[config.mk]
export PLATFORM = sky130hd
export DESIGN_NAME = fetch_queue
export DESIGN_NICKNAME = d
export VERILOG_FILES = /design/src/rtl/fq_pkg.sv /design/src/rtl/fq_regfile.sv /design/src/rtl/fetch_queue.sv
export SDC_FILE = /design/constraint.sdc
export NUM_CORES = 1
export LEC_CHECK = 0
export BUFFER_PORTS_ARGS = -buffer_cell sky130_fd_sc_hd__buf_2
export CORE_UTILIZATION = 64
export DETAILED_ROUTE_END_ITERATION = 8
export PLACE_DENSITY = 0.85
export SLEW_MARGIN = 30
export SYNTH_ARGS = -nofsm -noshare
export SYNTH_HDL_FRONTEND = slang
export SYNTH_HIERARCHICAL = 1
export SYNTH_SLANG_ARGS = --single-unit
[constraint.sdc]
create_clock -name clk -period 12.2 [get_ports clk]
set_clock_uncertainty 0.05 [all_clocks]
set_input_delay 0 -clock clk [delete_from_list [all_inputs] [get_ports clk]]
set_output_delay 0 -clock clk [all_outputs]
set_load 0.005 [all_outputs]
[src/rtl/fq_pkg.sv]
// Shared types and sizing helpers for the dual-issue fetch queue.
// Default entry layout and geometry; the top re-declares the entry with its own IW/AW.
package fq_pkg;

  localparam int FQ_DEPTH = 8;
  localparam int FQ_IW    = 32;
  localparam int FQ_AW    = 32;

  typedef struct packed {
    logic [FQ_IW-1:0] inst;
    logic [FQ_AW-1:0] pc;
  } fq_entry_t;

  function automatic int fq_ptr_w(input int depth);
    return $clog2(depth);
  endfunction

  function automatic int fq_cnt_w(input int depth);
    return $clog2(depth) + 1;
  endfunction

endpackage

[src/rtl/fq_regfile.sv]
// Entry storage for fetch_queue: two adjacent write ports, two adjacent async read ports.
// Data is never reset; validity is tracked by the owner's count.
module fq_regfile
  import fq_pkg::*;
#(
  parameter int  DEPTH   = FQ_DEPTH,
  parameter type entry_t = fq_entry_t,
  localparam int PW      = fq_ptr_w(DEPTH)
) (
  input  logic          clk,
  input  logic          we0,
  input  logic          we1,
  input  logic [PW-1:0] wa,
  input  entry_t        wd0,
  input  entry_t        wd1,
  input  logic [PW-1:0] ra,
  output entry_t        rd0,
  output entry_t        rd1
);

  entry_t        mem [DEPTH];
  logic [PW-1:0] wa1;
  logic [PW-1:0] ra1;

  // Pointer arithmetic wraps naturally because DEPTH is a power of two.
  assign wa1 = wa + PW'(1);
  assign ra1 = ra + PW'(1);

  always_ff @(posedge clk) begin
    if (we0) mem[wa]  <= wd0;
    if (we1) mem[wa1] <= wd1;
  end

  assign rd0 = mem[ra];
  assign rd1 = mem[ra1];

endmodule

[src/rtl/fetch_queue.sv]
// Dual-issue instruction fetch queue feeding IF/ID: push 0-2, present oldest two, retire 0-2.
// Define FQ_STATS_EN to build the saturating stall_cycles counter; otherwise it reads 0.
module fetch_queue
  import fq_pkg::*;
#(
  parameter int DEPTH = FQ_DEPTH,
  parameter int IW    = FQ_IW,
  parameter int AW    = FQ_AW
) (
  input  logic                       clk,
  input  logic                       reset,
  input  logic                       flush,
  input  logic                       hold,
  input  logic [1:0]                 in_valid,
  input  logic [IW-1:0]              in_inst0,
  input  logic [AW-1:0]              in_pc0,
  input  logic [IW-1:0]              in_inst1,
  input  logic [AW-1:0]              in_pc1,
  output logic                       in_ready,
  input  logic [1:0]                 issue_cnt,
  output logic                       out_valid0,
  output logic [IW-1:0]              out_inst0,
  output logic [AW-1:0]              out_pc0,
  output logic                       out_valid1,
  output logic [IW-1:0]              out_inst1,
  output logic [AW-1:0]              out_pc1,
  output logic [fq_cnt_w(DEPTH)-1:0] count,
  output logic [31:0]                stall_cycles
);

  localparam int PW = fq_ptr_w(DEPTH);
  localparam int CW = fq_cnt_w(DEPTH);

  typedef struct packed {
    logic [IW-1:0] inst;
    logic [AW-1:0] pc;
  } entry_t;

  logic [PW-1:0] wr_ptr;
  logic [PW-1:0] rd_ptr;
  logic [CW-1:0] cnt;
  logic [1:0]    push_n;
  logic [1:0]    pop_n;
  logic [1:0]    issue_eff;
  entry_t        wd0, wd1, rd0, rd1;

  // Handshake: a fetch pair transfers on a clock edge where in_ready=1 (and no flush);
  // in_ready depends only on registered count, so fetch must hold data while it is low.
  assign in_ready = (cnt <= CW'(DEPTH - 2));

  always_comb begin
    push_n = 2'd0;
    if (in_ready && !flush) begin
      case (in_valid)
        2'b11:   push_n = 2'd2;
        2'b01:   push_n = 2'd1;
        default: push_n = 2'd0;
      endcase
    end
  end

  assign issue_eff = (issue_cnt == 2'd3) ? 2'd2 : issue_cnt;

  always_comb begin
    pop_n = 2'd0;
    if (!hold) begin
      if (CW'(issue_eff) > cnt) pop_n = cnt[1:0];
      else                      pop_n = issue_eff;
    end
  end

  always_ff @(posedge clk or negedge reset) begin
    if (!reset) begin
      wr_ptr <= '0;
      rd_ptr <= '0;
      cnt    <= '0;
    end else if (flush) begin
      wr_ptr <= '0;
      rd_ptr <= '0;
      cnt    <= '0;
    end else begin
      wr_ptr <= wr_ptr + PW'(push_n);
      rd_ptr <= rd_ptr + PW'(pop_n);
      cnt    <= cnt + CW'(push_n) - CW'(pop_n);
    end
  end

  assign wd0 = '{inst: in_inst0, pc: in_pc0};
  assign wd1 = '{inst: in_inst1, pc: in_pc1};

  fq_regfile #(
    .DEPTH   (DEPTH),
    .entry_t (entry_t)
  ) u_regfile (
    .clk (clk),
    .we0 (push_n != 2'd0),
    .we1 (push_n == 2'd2),
    .wa  (wr_ptr),
    .wd0 (wd0),
    .wd1 (wd1),
    .ra  (rd_ptr),
    .rd0 (rd0),
    .rd1 (rd1)
  );

  assign out_valid0 = (cnt >= CW'(1));
  assign out_valid1 = (cnt >= CW'(2));
  assign out_inst0  = rd0.inst;
  assign out_pc0    = rd0.pc;
  assign out_inst1  = rd1.inst;
  assign out_pc1    = rd1.pc;
  assign count      = cnt;

`ifdef FQ_STATS_EN
  logic [31:0] stall_q;

  always_ff @(posedge clk or negedge reset) begin
    if (!reset) begin
      stall_q <= '0;
    end else if ((in_valid != 2'b00) && !in_ready && !flush && (stall_q != 32'hFFFF_FFFF)) begin
      stall_q <= stall_q + 32'd1;
    end
  end

  assign stall_cycles = stall_q;
`else
  assign stall_cycles = 32'd0;
`endif

endmodule

==> results.yml <==
outcome:
  outcome: "finished, final reports clean"
critical_path:
  cp_slowest_cell: "buf_4"
  max_stage_delay_ps: 910
  path_class: "flip-flop to flip-flop"
  path_cells: "inv_1 -> ha_1 -> and3_4 -> a2111oi_4 -> and2_1 -> nand3b_1 -> nor2_4 -> buf_4 -> mux2_2 -> dlygate4sd3_1"
  end_kind: "flip-flop"
  cp.required_ps: 12500
  start_kind: "flip-flop"
  crit_arrival_ps: 5320
  crit_family: "buffers and inverters"
  r2r_start: "count[3]"
  path_buf_inv: 3
  critPathLaunch: "count[3]"
  crit_fanout: 49
clocking:
  cts_setup_buffers: 0
  hold_buffers: 196
  ctsResizeCount: 0
  ctsLongestPathBuffers: 3
  cts_root_buf: "clkbuf_16"
  cts.sinks: 522
  htree_levels: 2
  cts-buffers-inserted: 55
  clkLatencyLatePin_ps: 610
  clkTransAtPathRegs_ps: 60
  tritoncts: "done"
pwr:
  vdd_drop_max_uv: 145.0
  p_per_area_nw_per_um2: 160.0
  total_power_uw: 5902
  p_leak_uw: 0.01279
synthesis:
  async_flop_share_pct: 1.916
  syn_area_um2: 31250
  syn_avg_cell_area_um2: 14.71
  ys_seq_elements: 522
  synthCells: 2124
  synth_seq_area_share_pct: 50.00
  synth-edff-count: 512
  synthFlopType: "edfxtp_1"
  yosysWarnings: 6
  yosysMostFrequentCell: "mux2_2"
  yosysTopAreaCell: "edfxtp_1"
  synth_common_cells: "mux2_2, edfxtp_1, nor2b_1"
  synth_top_area_share_pct: 49.20
  ys_types: 42
  synth.area.top_cells: "edfxtp_1, mux2_2, mux4_2"
timing:
  min_period_ps: 5023
  finalCritPeriodShare_pct: 41.17
  maxSlewHeadroom_pct: 31.71
  fmax_ghz: 0.1991
  worst_pin_slew_ps: 1024
  setup_ws_ps: 7177
  final_max_slew_viol_count: 0
  hold_viol: 0
  setup_violations: 0
  finalSetupTns_ps: 0
  rsz0062_at_grt: "no"
route:
  vias_per_cell: 6.937
  wl_mm: 87.77
  ant_nets: 0
  via_count: 21930
  wl_per_cell_um: 27.76
  firstDrtPassIters: 5
  drc: 0
  drt-initial-drc-count: 2552
place:
  pre_cts_ws_ps: 7767
  hpwl_mm: 47.29
  place_congestion: 0.8397
  place_area_um2: 33010
  portBuffers: 270
worst_hold_path:
  hp-start: "hold"
  hp-class: "input port to flip-flop"
final_layout:
  final_nets: 2655
  finalInstanceArea_um2: 36890
  area_delta_synth_final_pct: 18.04
  fillCellCount: 2748
  drive_gt1_share_pct: 44.46
floorplanning:
  design.core.area_um2: 47950
  floorplan.initialDensity_pct: 65.18
  die_w_um: 223.0
  die_y_um: 223.0
  pin_count: 303
  rows: 80
  die_area_um2: 49720
global_route:
  grt_pass1_wl_mm: 132.8
  grt_antenna_before_repair: 1
  grt.overflow.total: 0
  track_usage_pct: 35.01
  grt_pass1_vias: 22800
  grt_max_degree: 118
job:
  drv_cap: 0
-- stage by stage --
stage | util (%) | hold slack (ps) | cells
after floorplan | - | -345.6 | 2155
after global placement | 68.66 | -147.2 | 2859
after detailed placement | 68.85 | -146.6 | 2862
after CTS | 76.82 | 147.0 | 3159
after global routing | 76.93 | 211.6 | 3162
final | 76.93 | 181.8 | 3162
-- layout by cell type (no fill, tap or decap), types with 3 or more instances in the layout --
cell	synthesis	layout
clkinv_2	0	9
mux4_2	128	128
fa_1	4	4
dfrtp_1	10	7
clkbuf_1	93	13
nor2_1	6	6
inv_1	10	10
and3_1	128	128
clkinv_1	0	6
buf_6	0	4
buf_4	40	37
buf_2	78	270
a2111oi_0	128	128
edfxtp_1	512	512
bufinv_16	0	7
mux2_2	577	577
mux2i_1	130	130
clkbuf_16	0	57
a21oi_1	3	3
dlygate4sd3_1	0	196
nor2b_1	135	135
conb_1	1	32
nor2_4	0	4
clkinvlp_4	0	3
nor4_1	64	64
nand2b_1	7	7
clkbuf_8	0	6
dfrtp_4	0	3
nand2_1	9	7
buf_16	0	4
ha_1	13	12
-- cell families after synthesis --
family | share of synthesized area (%)
multiplexers | 34.18
flip-flops | 50.00
AND/OR/NAND/NOR | 7.215
buffers and inverters | 3.579
AO/OA/AOI/OAI | 3.992
adder cells (fa/ha/maj) | 0.7768
XOR/XNOR | 0.2443
other | 0.01200
-- worst register-to-register path, cell delays in order (launching register included) --
cell and delay (ps):
dfrtp_1 450, inv_1 120, ha_1 220, and3_4 200, a2111oi_4 570, and2_1 270
nand3b_1 330, nor2_4 630, buf_4 910, mux2_2 450, dlygate4sd3_1 580
-- registers in the layout, summed over array words and instances, names as in the netlist --
register,cells
count,4
wr_ptr,3
rd_ptr,3
u_regfile/mem,512
-- layer usage --
layer / GRT usage (%) / part of all wire, % / vias up
li1: - / - / 9298
met1: 45.92 / 38 / 10920
met2: 57.71 / 49 / 1443
met3: 5.900 / 9.8 / 270
met4: 15.46 / 3.9 / 0
met5: 0 / 0 / -
-- power by group --
group / switching [uW] / internal (uW) / total (uW) / leakage [uW]
Sequential: 77.0 / 2050 / 2130 / 0.00476
Combinational: 1080 / 950 / 2030 / 0.00713
Clock: 710 / 1040 / 1750 / 0.000905
-- path summary, 6_finish.rpt --
kind	slack, ps	end	depth (start not counted)
min in group asynchronous	430	count[2]	3
min	180	rd_ptr[1]	5
min reg2reg	730	wr_ptr[1]	2
max reg2reg	7180	u_regfile/mem[4][49]	10
max in group asynchronous	11190	rd_ptr[2]	3
max	7180	u_regfile/mem[4][49]	10
-- layout make-up --
type	count	area [um2]	share of cell area (%)
clock buffers	76	1558	4.223
multi-input cells	1401	14820	40.17
clock inverters	25	300.3	0.8141
well taps	615	769.5	2.086
inverters	10	37.54	0.1018
diodes	1	2.502	0.006784
repair buffers	512	3766	10.21
flip-flops and latches	522	15640	42.39
(Power assumes the default switching activity.)
